--- config.mk ---
export PLATFORM = sky130hd
export DESIGN_NAME = snitch_fpu_arbiter
export DESIGN_NICKNAME = d
export VERILOG_FILES = /design/src/rtl/snitch_fpu_arbiter_pkg.sv /design/src/rtl/snitch_fpu_arbiter_credit.sv /design/src/rtl/snitch_fpu_arbiter.sv
export SDC_FILE = /design/constraint.sdc
export NUM_CORES = 1
export LEC_CHECK = 0
export CELL_PAD_IN_SITES_DETAIL_PLACEMENT = 1
export CELL_PAD_IN_SITES_GLOBAL_PLACEMENT = 2
export CORE_AREA = 2 2 403 405
export CTS_CLUSTER_SIZE = 12
export DETAILED_ROUTE_END_ITERATION = 8
export DIE_AREA = 0 0 405 407
export PLACE_DENSITY = 0.44
export SYNTH_ARGS = -nofsm -noshare
export SYNTH_HDL_FRONTEND = slang
export SYNTH_SLANG_ARGS = --single-unit
--- constraint.sdc ---
create_clock -name clk_i -period 3.7 [get_ports clk_i]
set_input_delay 0.74 -clock clk_i [delete_from_list [all_inputs] [get_ports clk_i]]
set_output_delay 0.74 -clock clk_i [all_outputs]
set_load 0.05 [all_outputs]
--- src/rtl/snitch_fpu_arbiter_pkg.sv ---
// Shared constants and helpers for the FPU sharing arbiter.
// Imported by the arbiter top and its credit counters.
package snitch_fpu_arbiter_pkg;

    localparam int unsigned NumFpuShare = 2;
    localparam int unsigned CreditWidth = 4;

    function automatic int unsigned idx_width(input int unsigned n);
        return (n > 1) ? $clog2(n) : 1;
    endfunction

endpackage

--- src/rtl/snitch_fpu_arbiter_credit.sv ---
// Per-requester in-flight counter: up on issue, down on response.
// Saturates at zero; a response with nothing outstanding is illegal.
module snitch_fpu_arbiter_credit
    import snitch_fpu_arbiter_pkg::*;
#(
    parameter int unsigned MaxCnt = 4
) (
    input  logic clk_i,
    input  logic rst_ni,
    input  logic inc_i,
    input  logic dec_i,
    output logic at_max_o,
    output logic nonzero_o
);

    logic [CreditWidth-1:0] cnt_q, cnt_d;

    assign at_max_o  = cnt_q >= CreditWidth'(MaxCnt);
    assign nonzero_o = cnt_q != '0;

    always_comb begin
        cnt_d = cnt_q;
        unique case ({inc_i, dec_i})
            2'b10: if (!at_max_o) cnt_d = cnt_q + 1'b1;
            2'b01: if (nonzero_o) cnt_d = cnt_q - 1'b1;
            default: ;
        endcase
    end

    always_ff @(posedge clk_i) begin
        if (!rst_ni) begin
            cnt_q <= '0;
        end else begin
            cnt_q <= cnt_d;
        end
    end

    underflow_chk : assert property (
        @(posedge clk_i) disable iff (!rst_ni) dec_i |-> nonzero_o
    );

endmodule

--- src/rtl/snitch_fpu_arbiter.sv ---
// Round-robin arbiter sharing one FPU between NumReq cores, with
// grant lock under back-pressure and tag-based response routing.
module snitch_fpu_arbiter
    import snitch_fpu_arbiter_pkg::*;
#(
    parameter int unsigned NumReq         = 2,
    parameter int unsigned ReqWidth       = 256,
    parameter int unsigned RspWidth       = 69,
    parameter int unsigned TagWidth       = 8,
    parameter int unsigned MaxOutstanding = 4,
    localparam int unsigned IdxWidth      = idx_width(NumReq)
) (
    input  logic                                clk_i,
    input  logic                                rst_ni,
    input  logic [NumReq-1:0]                   req_valid_i,
    output logic [NumReq-1:0]                   req_ready_o,
    input  logic [NumReq-1:0][ReqWidth-1:0]     req_data_i,
    input  logic [NumReq-1:0][TagWidth-1:0]     req_tag_i,
    output logic                                fpu_valid_o,
    input  logic                                fpu_ready_i,
    output logic [ReqWidth-1:0]                 fpu_data_o,
    output logic [TagWidth+IdxWidth-1:0]        fpu_tag_o,
    input  logic                                fpu_rsp_valid_i,
    output logic                                fpu_rsp_ready_o,
    input  logic [RspWidth-1:0]                 fpu_rsp_data_i,
    input  logic [TagWidth+IdxWidth-1:0]        fpu_rsp_tag_i,
    output logic [NumReq-1:0]                   rsp_valid_o,
    input  logic [NumReq-1:0]                   rsp_ready_i,
    output logic [NumReq-1:0][RspWidth-1:0]     rsp_data_o,
    output logic [NumReq-1:0][TagWidth-1:0]     rsp_tag_o,
    output logic                                busy_o
);

    typedef struct packed {
        logic [IdxWidth-1:0] idx;
        logic [TagWidth-1:0] tag;
    } fpu_tag_t;

    logic [IdxWidth-1:0] ptr_q, lock_idx_q, grant;
    logic                lock_q, found, issue;
    logic [IdxWidth:0]   cand;
    logic [NumReq-1:0]   eligible, at_max, nonzero, inc, dec;
    fpu_tag_t            rsp_tag;
    logic                rsp_idx_ok;

    assign eligible = req_valid_i & ~at_max;

    // Search from ptr with wrap; a held lock overrides the search.
    always_comb begin
        found = 1'b0;
        grant = ptr_q;
        cand  = '0;
        for (int unsigned k = 0; k < NumReq; k++) begin
            cand = {1'b0, ptr_q} + (IdxWidth+1)'(k);
            if (cand >= (IdxWidth+1)'(NumReq)) begin
                cand = cand - (IdxWidth+1)'(NumReq);
            end
            if (!found && eligible[cand[IdxWidth-1:0]]) begin
                found = 1'b1;
                grant = cand[IdxWidth-1:0];
            end
        end
        if (lock_q) begin
            found = 1'b1;
            grant = lock_idx_q;
        end
    end

    assign fpu_valid_o = found;
    assign fpu_data_o  = req_data_i[grant];
    assign fpu_tag_o   = fpu_tag_t'{idx: grant, tag: req_tag_i[grant]};
    assign issue       = fpu_valid_o & fpu_ready_i;

    assign rsp_tag    = fpu_tag_t'(fpu_rsp_tag_i);
    assign rsp_idx_ok = {1'b0, rsp_tag.idx} < (IdxWidth+1)'(NumReq);
    assign fpu_rsp_ready_o = rsp_idx_ok & rsp_ready_i[rsp_tag.idx];

    for (genvar i = 0; i < NumReq; i++) begin : gen_req
        assign req_ready_o[i] = issue & (grant == IdxWidth'(i));
        assign inc[i]         = req_ready_o[i];
        assign rsp_valid_o[i] = fpu_rsp_valid_i & rsp_idx_ok
                              & (rsp_tag.idx == IdxWidth'(i));
        assign dec[i]         = rsp_valid_o[i] & rsp_ready_i[i];
        assign rsp_data_o[i]  = fpu_rsp_data_i;
        assign rsp_tag_o[i]   = rsp_tag.tag;

        snitch_fpu_arbiter_credit #(
            .MaxCnt (MaxOutstanding)
        ) i_credit (
            .clk_i     (clk_i),
            .rst_ni    (rst_ni),
            .inc_i     (inc[i]),
            .dec_i     (dec[i]),
            .at_max_o  (at_max[i]),
            .nonzero_o (nonzero[i])
        );
    end

    assign busy_o = |nonzero;

    always_ff @(posedge clk_i) begin
        if (!rst_ni) begin
            ptr_q      <= '0;
            lock_q     <= 1'b0;
            lock_idx_q <= '0;
        end else begin
            lock_q <= fpu_valid_o & ~fpu_ready_i;
            if (fpu_valid_o && !fpu_ready_i) begin
                lock_idx_q <= grant;
            end
            if (issue) begin
                ptr_q <= (grant == IdxWidth'(NumReq - 1))
                       ? '0 : grant + 1'b1;
            end
        end
    end

endmodule

# == Word-level counts from Yosys, hierarchy flattened ==
# Cells that the tools add are included.
# classes
addsub,8
magnitude_cmp,8
eq_ne,8
muxes,25
n_bitwise,13
n_reduce_logical,11
# op_table
operator,n
256-bit 2-to-1 mux,2
4-bit 2-to-1 mux,4
8-bit 2-to-1 mux,2
4-bit one-hot mux with 2 select lines,2
1-bit 2-to-1 mux,15
"4-bit by 1-bit adder with 4-bit output, second input constant",2
1-bit bitwise AND,8
"4-bit by 3-bit greater-or-equal comparator with 1-bit output, second input constant",2
"1-bit by 2-bit less-than comparator with 1-bit output, second input constant",4
4-bit nonzero test,2
"4-bit by 1-bit subtractor with 4-bit output, second input constant",2
3-bit AND reduction,2
"2-bit by 1-bit equality test with 1-bit output, second input constant",2
"2-bit equality test, second input constant",2
"2-bit by 1-bit inequality test with 1-bit output, second input constant",2
"2-bit inequality test, second input constant",2
2-bit nonzero test,2
1-bit NOT,3
"1-bit by 1-bit adder with 2-bit output, second input constant",1
2-bit bitwise AND,1
"1-bit by 2-bit greater-or-equal comparator with 1-bit output, second input constant",1
"2-bit greater-or-equal comparator, second input constant",1
1-bit logical AND,2
1-bit logical NOT,2
other kinds (4),5
# totals
ff_bits,11
inputBits,614
output_inout_bits,426
wordCells,78

# == Longest topological paths before layout ==
# Gate-level depths: netlist of the first run.
# logic_depth
word_depth,15
mapped_depth,12
depth_no_buf,11

# == Modules after synthesis ==
# A second synthesis of the first run with hierarchy kept.
# hier_totals
cells_unflattened,530
area_unflattened_um2,6090.8
# modules_own_cells
mod,instances,cells_per_inst,area_per_inst_um2,seq_area_each_um2
snitch_fpu_arbiter,1,480,5635.4,60.1
snitch_fpu_arbiter_credit,2,25,227.7,80.1

# == Worst setup path before layout of the first run ==
# Ideal clock, no wire load.
# synth_timing
kind,in2reg
from,input req_valid_i[0]
to,register gen_req[0].i_credit.cnt_q[3]
setup_ps,72
arrival_time_ps,3460
required_ps,3628
slack_ps,167
stages,12
n_path_buf,2
path_cell_list,or3b_1 -> maj3_2 -> mux2i_4 -> buf_4 -> buf_4 -> nand3_1 -> ha_1 -> ha_1 -> a21oi_1 -> a21oi_1 -> or4_1 -> a21oi_1
# synth_between
elab_chain_len,13
elab_cells_between_ends,23
classes_between,4 x eq/ne; 11 x mux; 4 x bitwise; 4 x reduce/logical
# synth_rtl
item,line_no,text
"start, declared",snitch_fpu_arbiter.sv:15,"input logic [NumReq-1:0] req_valid_i,"
2-bit bitwise AND (*),snitch_fpu_arbiter.sv:46,assign eligible = req_valid_i & ~at_max;
1-bit 2-to-1 mux (implied by the code) (2 in series),snitch_fpu_arbiter.sv:58,if (!found && eligible[cand[IdxWidth-1:0]]) begin
1-bit 2-to-1 mux,snitch_fpu_arbiter.sv:58,
1-bit logical NOT,snitch_fpu_arbiter.sv:58,
1-bit logical AND,snitch_fpu_arbiter.sv:58,
1-bit 2-to-1 mux,snitch_fpu_arbiter.sv:58,
1-bit 2-to-1 mux,snitch_fpu_arbiter.sv:63,if (lock_q) begin
1-bit bitwise AND / 1-bit NOT (equally long branches),"snitch_fpu_arbiter.sv:72, snitch_fpu_arbiter.sv:79",
1-bit bitwise AND (*),snitch_fpu_arbiter.sv:79,assign req_ready_o[i] = issue & (grant == IdxWidth'(i));
2-bit by 1-bit equality test with 1-bit output / 2-bit equality test (equally long branches),snitch_fpu_arbiter_credit.sv:23,"unique case ({inc_i, dec_i})"
"2-bit by 1-bit inequality test with 1-bit output (no source line), or another cell as far along",--,
3-bit AND reduction (no source line),--,
"end signal, assigned",snitch_fpu_arbiter_credit.sv:34,cnt_q <= cnt_d;
"end, declared",snitch_fpu_arbiter_credit.sv:16,"logic [CreditWidth-1:0] cnt_q, cnt_d;"
# Every way passes the cells marked *; elsewhere a longest branch is shown, timed or not. The select of a mux whose other input is x is not followed.
# A chain may end at the register's enable or synchronous reset.

# == Worst setup path in the final report of the first run ==
# layout_timing
from,input req_valid_i[0]
to,output fpu_data_o[90]
# layout_between
elab_chain_len,10
elab_cells_between_ends,13
classes_between,10 x mux; 1 x bitwise; 2 x reduce/logical
# layout_rtl
item,line_no,text
2-bit bitwise AND (*),snitch_fpu_arbiter.sv:46,
1-bit 2-to-1 mux (implied by the code) (2 in series),snitch_fpu_arbiter.sv:58,
1-bit 2-to-1 mux,snitch_fpu_arbiter.sv:58,
1-bit logical NOT,snitch_fpu_arbiter.sv:58,
1-bit logical AND,snitch_fpu_arbiter.sv:58,
1-bit 2-to-1 mux (*),snitch_fpu_arbiter.sv:58,
1-bit 2-to-1 mux (*),snitch_fpu_arbiter.sv:63,
256-bit 2-to-1 mux (implied by the code) (*) (2 in series),snitch_fpu_arbiter.sv:70,assign fpu_data_o = req_data_i[grant];
"end, declared",snitch_fpu_arbiter.sv:21,"output logic [ReqWidth-1:0] fpu_data_o,"
# Marked as above.

==> results.ini, run 1 <==
[place]
portBuffers = 808
place_area_um2 = 15300
dp_hpwl_mm = 87.5
globalplace.congestion = 0.807

[yosys]
yosys.area.top_type = mux2_2
ys_seq_area_frac = 0.0424
synth_top_area_frac = 0.574
synth_warnings = 0
ys_types = 34
syn_inst = 543
syn_area_um2 = 5200
ys_ff_latch = 11
yosys-top-cells-area = mux2_2 57%, buf_4 25%, dfxtp_1 4.2%
syn_avg_cell_area_um2 = 9.57
synthesis.nets = 1167

[finish]
layout_commonest_cell = clkdlybuf4s50_1
syn_to_final_growth_pct = 216
nNetsFinal = 1861
drive_gt1_frac = 0.495
final_cell_mix = 538 x clkdlybuf4s50_1, 217 x mux2_2, 148 x buf_4, 85 x buf_12, 63 x buf_6
final_area_um2 = 16400

[global_route]
grt_max_degree = 23
grt_pass1_vias = 7980
grt_pass1_wl_mm = 108
grt_remaining_overflow = 0
antenna_found_initial = 74
grt_usage = 0.106

[floorplan]
die_x_um = 405
rows = 147
start_util = 0.0325
core_area_um2 = 160000
dieHeight_um = 407
pin_count = 1040
dieArea_um2 = 165000

[timing]
rsz0062_at_grt = no
slew_viol_final = 0
final-setup-viol-count = 0
worst_slew_pin_slew_ps = 608
finalCritPeriodShare = 0.971
finClkSkew_ps = 9.24
max_freq_mhz = 278
final.min_clock_period_ps = 3590
relSlewSlack = 0.591
finalHoldViolCount = 0

[clock_network]
clockBufferDepth = 2
cts_root_buf = clkbuf_16
clock_sinks = 11
cts_max_level = 1
numCtsBuffers = 3
cts_tree = yes
clock_latency_ps = 250
cts.reportedPaths.clkPinSlew_ps = 40

[critical_path]
cpMaxStageDelayCell = mux2_4
critPathMostFrequentCell = buf_12
cp-end-kind = output pin
crit_required_ps = 2960
path_class = in -> out
worstPathArrival_ps = 2850
startpoint_type = primary input
cp_max_fo = 12
path_cells = clkbuf_2 -> or3b_1 -> maj3_2 -> mux2i_4 -> buf_12 -> buf_16 -> buf_12 -> mux2_4 -> buf_12
max_stage_delay_ps = 380

[routing]
drc = 0
drt_iter0_drc = 226
drt_pass1_iterations = 4
vias = 7451
ant_nets = 0
wl_mm = 93.7
viasPerCell = 2.18
wire_per_inst_um = 27.5

[power_and_ir_drop]
p_leak_nw = 6.02
ir_drop_uv = 114
p_per_area_nw_per_um2 = 314
power_mw = 5.16

[outcome]
status = completed

[run]
cap_violations = 0

[hold_path]
hp-class = reg -> reg

## per-stage QoR
step                      hold WS (ps)  utilization  instances  TNS (ps)  worst slack, ps
after floorplan                    472            -        543         0              167
after global placement             510       0.0956       3376    -79420             -537
after detailed placement           526       0.0956       3376    -81860             -549
after CTS                          535        0.101       3396      -743            -34.2
after global routing               553        0.102       3396         0             25.7
final                              536        0.102       3411         0              108
## power breakdown
| part | switching, mW | leakage [nW] | internal (mW) |
|---|---|---|---|
| Sequential | 0.0158 | 0.0901 | 0.131 |
| Combinational | 2.67 | 5.89 | 2.14 |
| Clock | 0.0599 | 0.0382 | 0.145 |
| Total | 2.75 | 6.02 | 2.41 |
## flip-flops by register name (all words and copies together) (netlist names)
| signal | count |
|---|---|
| lock_idx_q | 1 |
| lock_q | 1 |
| gen_req.i_credit.cnt_q | 8 |
| ptr_q | 1 |
## routing by layer
metal  GRT usage  vias up  wire, µm
met4     0.00157        6       715
met5     0.00981        -       245
li1            -     3178         -
met2       0.180      771     44800
met1       0.114     3390     33900
met3      0.0706      106     14000
## Yosys cell counts, drive strengths merged
cell,instances
mux2,265
maj3,1
or4,2
nor4,2
dfxtp,11
and3,2
a21oi,9
a221o,2
nand2,6
or2,2
nor3b,2
nor2,6
o31ai,2
xnor2,3
or3b,1
o41ai,1
nor2b,1
o211ai,1
a211oi,2
clkinv,1
inv,10
fa,2
a221oi,2
mux2i,3
a311oi,1
nand3,4
ha,8
nor3,2
and2,2
buf,187
## final timing paths
check / start / to / slack [ps] / cells past startpoint
worst max-delay path: req_valid_i[0] / fpu_data_o[90] / 110 / 9
worst min-delay path: lock_idx_q / lock_idx_q / 540 / 2
worst max register to register: gen_req[0].i_credit.cnt_q[3] / gen_req[0].i_credit.cnt_q[3] / 450 / 12
worst min register to register: lock_idx_q / lock_idx_q / 540 / 2
## worst max-delay path: cells and delay by family
| family | cells | cell delay (ps) |
|---|---|---|
| muxes | 2 | 580 |
| adders and majority gates | 1 | 340 |
| and+or+nand+nor | 1 | 350 |
| buffers and inverters | 5 | 770 |
## final cells by class
type | instances | area (µm²)
sequential | 11 | 220
tap | 2160 | 2700
fill | 18800 | 144000
antenna | 15 | 37.5
timing repair buffer | 876 | 9630
clock buffer | 4 | 78.8
multi-input combinational | 334 | 3700
inverter | 11 | 41.3
## timing repair
action                                  CTS  global route
gates cloned                              3             3
hold buffers                              0             0
setup buffers                            13             0
gates resized for setup                 150            47
pin swaps                                 1             1
endpoints found under the setup margin  267           197
## logic make-up after synthesis
group,count (synthesis),share of synthesized area
buffers and inverters,198,0.282
AO/OA/AOI/OAI,20,0.0265
flip-flops,11,0.0424
adder cells (fa/ha/maj),11,0.0291
AND/OR/NAND/NOR,32,0.0327
XOR/XNOR,3,0.00506
multiplexers,268,0.582
Power figures use the tool's default switching activity.
==> run 2: changes to the inputs <==
--- a/config.mk
+++ b/config.mk
@@ -12,6 +12,7 @@
 export DETAILED_ROUTE_END_ITERATION = 8
 export DIE_AREA = 0 0 405 407
 export PLACE_DENSITY = 0.44
+export SKIP_LAST_GASP = 1
 export SYNTH_ARGS = -nofsm -noshare
 export SYNTH_HDL_FRONTEND = slang
 export SYNTH_SLANG_ARGS = --single-unit
==> run 2 against run 1 <==
Flip-flop and latch count unchanged; power decreased by 0.35%; die area unchanged; non-clock buffer count increased by 2; clock power about the same; largest power group unchanged.
==> results.ini, run 2 (synthesis gave the netlist of run 1 again) <==
[timing]
slew_viol_final = 0
rsz0062_at_grt = no
whs_ps = 536
finalCritPeriodShare = 0.974
final-setup-viol-count = 0
worst_slew_pin_slew_ps = 608
setup_tns_ps = 0
finalHoldViolCount = 0
final.min_clock_period_ps = 3600
relSlewSlack = 0.591
final.setup.worst_slack_ps = 96.0
max_freq_mhz = 277
finClkSkew_ps = 9.24

[floorplan]
core_area_um2 = 160000
start_util = 0.0325
dieArea_um2 = 165000
die_x_um = 405
pin_count = 1040
rows = 147
dieHeight_um = 407

[critical_path]
startpoint_type = primary input
cp-end-kind = output pin
crit_buf_inv = 5
path_cells = clkbuf_2 -> or3b_1 -> maj3_2 -> mux2i_4 -> buf_12 -> buf_16 -> buf_12 -> mux2_4 -> buf_12
cpMaxStageDelayCell = mux2_4
max_stage_delay_ps = 380
cp_top_family = buffers and inverters
cp_max_fo = 12
worstPathArrival_ps = 2860
critPathMostFrequentCell = buf_12
crit_required_ps = 2960
path_class = in -> out

[place]
globalplace.congestion = 0.807
portBuffers = 808
place_area_um2 = 15300
dp_hpwl_mm = 87.5
placedCellCount = 3376
pre_cts_ws_ps = -549

[global_route]
grt_pass1_wl_mm = 108
grt_remaining_overflow = 0
grt_pass1_vias = 7959
grt_max_degree = 23
antenna_found_initial = 74
grt_usage = 0.106

[clock_network]
cts_root_buf = clkbuf_16
cts.reportedPaths.clkPinSlew_ps = 40
clock_latency_ps = 250
clockBufferDepth = 2
cts_tree = yes
clock_sinks = 11
cts_max_level = 1
numCtsBuffers = 3

[routing]
vias = 7451
wire_per_inst_um = 27.5
drc = 0
ant_nets = 0
drt_iter0_drc = 217
wl_mm = 93.7
drt_pass1_iterations = 4
viasPerCell = 2.18

[finish]
final_cell_mix = 538 x clkdlybuf4s50_1, 214 x mux2_2, 180 x buf_4, 85 x buf_12, 51 x mux2_4
largest_register_ff_count = 8
top_register = gen_req.i_credit.cnt_q
final_util = 0.102
final_area_um2 = 16300
fin_cells = 3414
nFillCells = 18800
layout_commonest_cell = clkdlybuf4s50_1
drive_gt1_frac = 0.496
syn_to_final_growth_pct = 214
nNetsFinal = 1863

[run]
cap_violations = 0

[outcome]
status = completed

[hold_path]
hp-class = reg -> reg

[power_and_ir_drop]
p_per_area_nw_per_um2 = 315
power_mw = 5.14
ir_drop_uv = 114
p_leak_nw = 6.02

==> run 2: cell types whose count changed in the layout (fill, tap and decap cells not counted), sizes merged <==
cell,change
clkbuf,+1
diode,+1
buf,+1
==> run 2: power breakdown <==
part | switching (mW) | total (mW) | internal, mW | leakage [nW]
combinational | 2.67 | 4.79 | 2.12 | 5.89
sequential | 0.0158 | 0.147 | 0.131 | 0.0901
clock | 0.0599 | 0.205 | 0.145 | 0.0383
==> run 2: repair_timing <==
item,4_1_cts,5_1_grt
endpoints found under the setup margin,267,199
hold buffers,0,0
resized for setup,106,63
buffers inserted,13,0
pin swaps,1,1
endpoints found under the hold margin,0,0
gates cloned,3,5
==> run 2: path summary, 6_finish.rpt <==
| path | start | endpoint | slack [ps] | cells past startpoint |
|---|---|---|---|---|
| max | req_valid_i[0] | fpu_data_o[90] | 100 | 9 |
| max reg2reg | gen_req[0].i_credit.cnt_q[3] | gen_req[0].i_credit.cnt_q[3] | 450 | 12 |
| min reg2reg | lock_idx_q | lock_idx_q | 540 | 2 |
| min | lock_idx_q | lock_idx_q | 540 | 2 |
==> run 2: layer usage <==
metal / up-vias / global-route usage / wire length [µm]
met4: 6 / 0.00170 / 763
met5: - / 0.00981 / 241
met2: 775 / 0.180 / 44800
met1: 3371 / 0.114 / 33800
met3: 112 / 0.0705 / 14200
li1: 3187 / - / -
==> run 2: worst min-delay path: stages (launching register included) <==
cell	delay, ps
dfxtp_1	330
o211ai_1	90
o41ai_1	70
==> run 2: area by class of cell <==
type,count,area (µm²),share of cell area
diodes,16,40.0,0.00245
clock buffers,4,78.8,0.00482
inverters,11,41.3,0.00253
multi-input cells,334,3710,0.227
flip-flops and latches,11,220,0.0135
well taps,2160,2700,0.165
repair buffers,878,9550,0.584
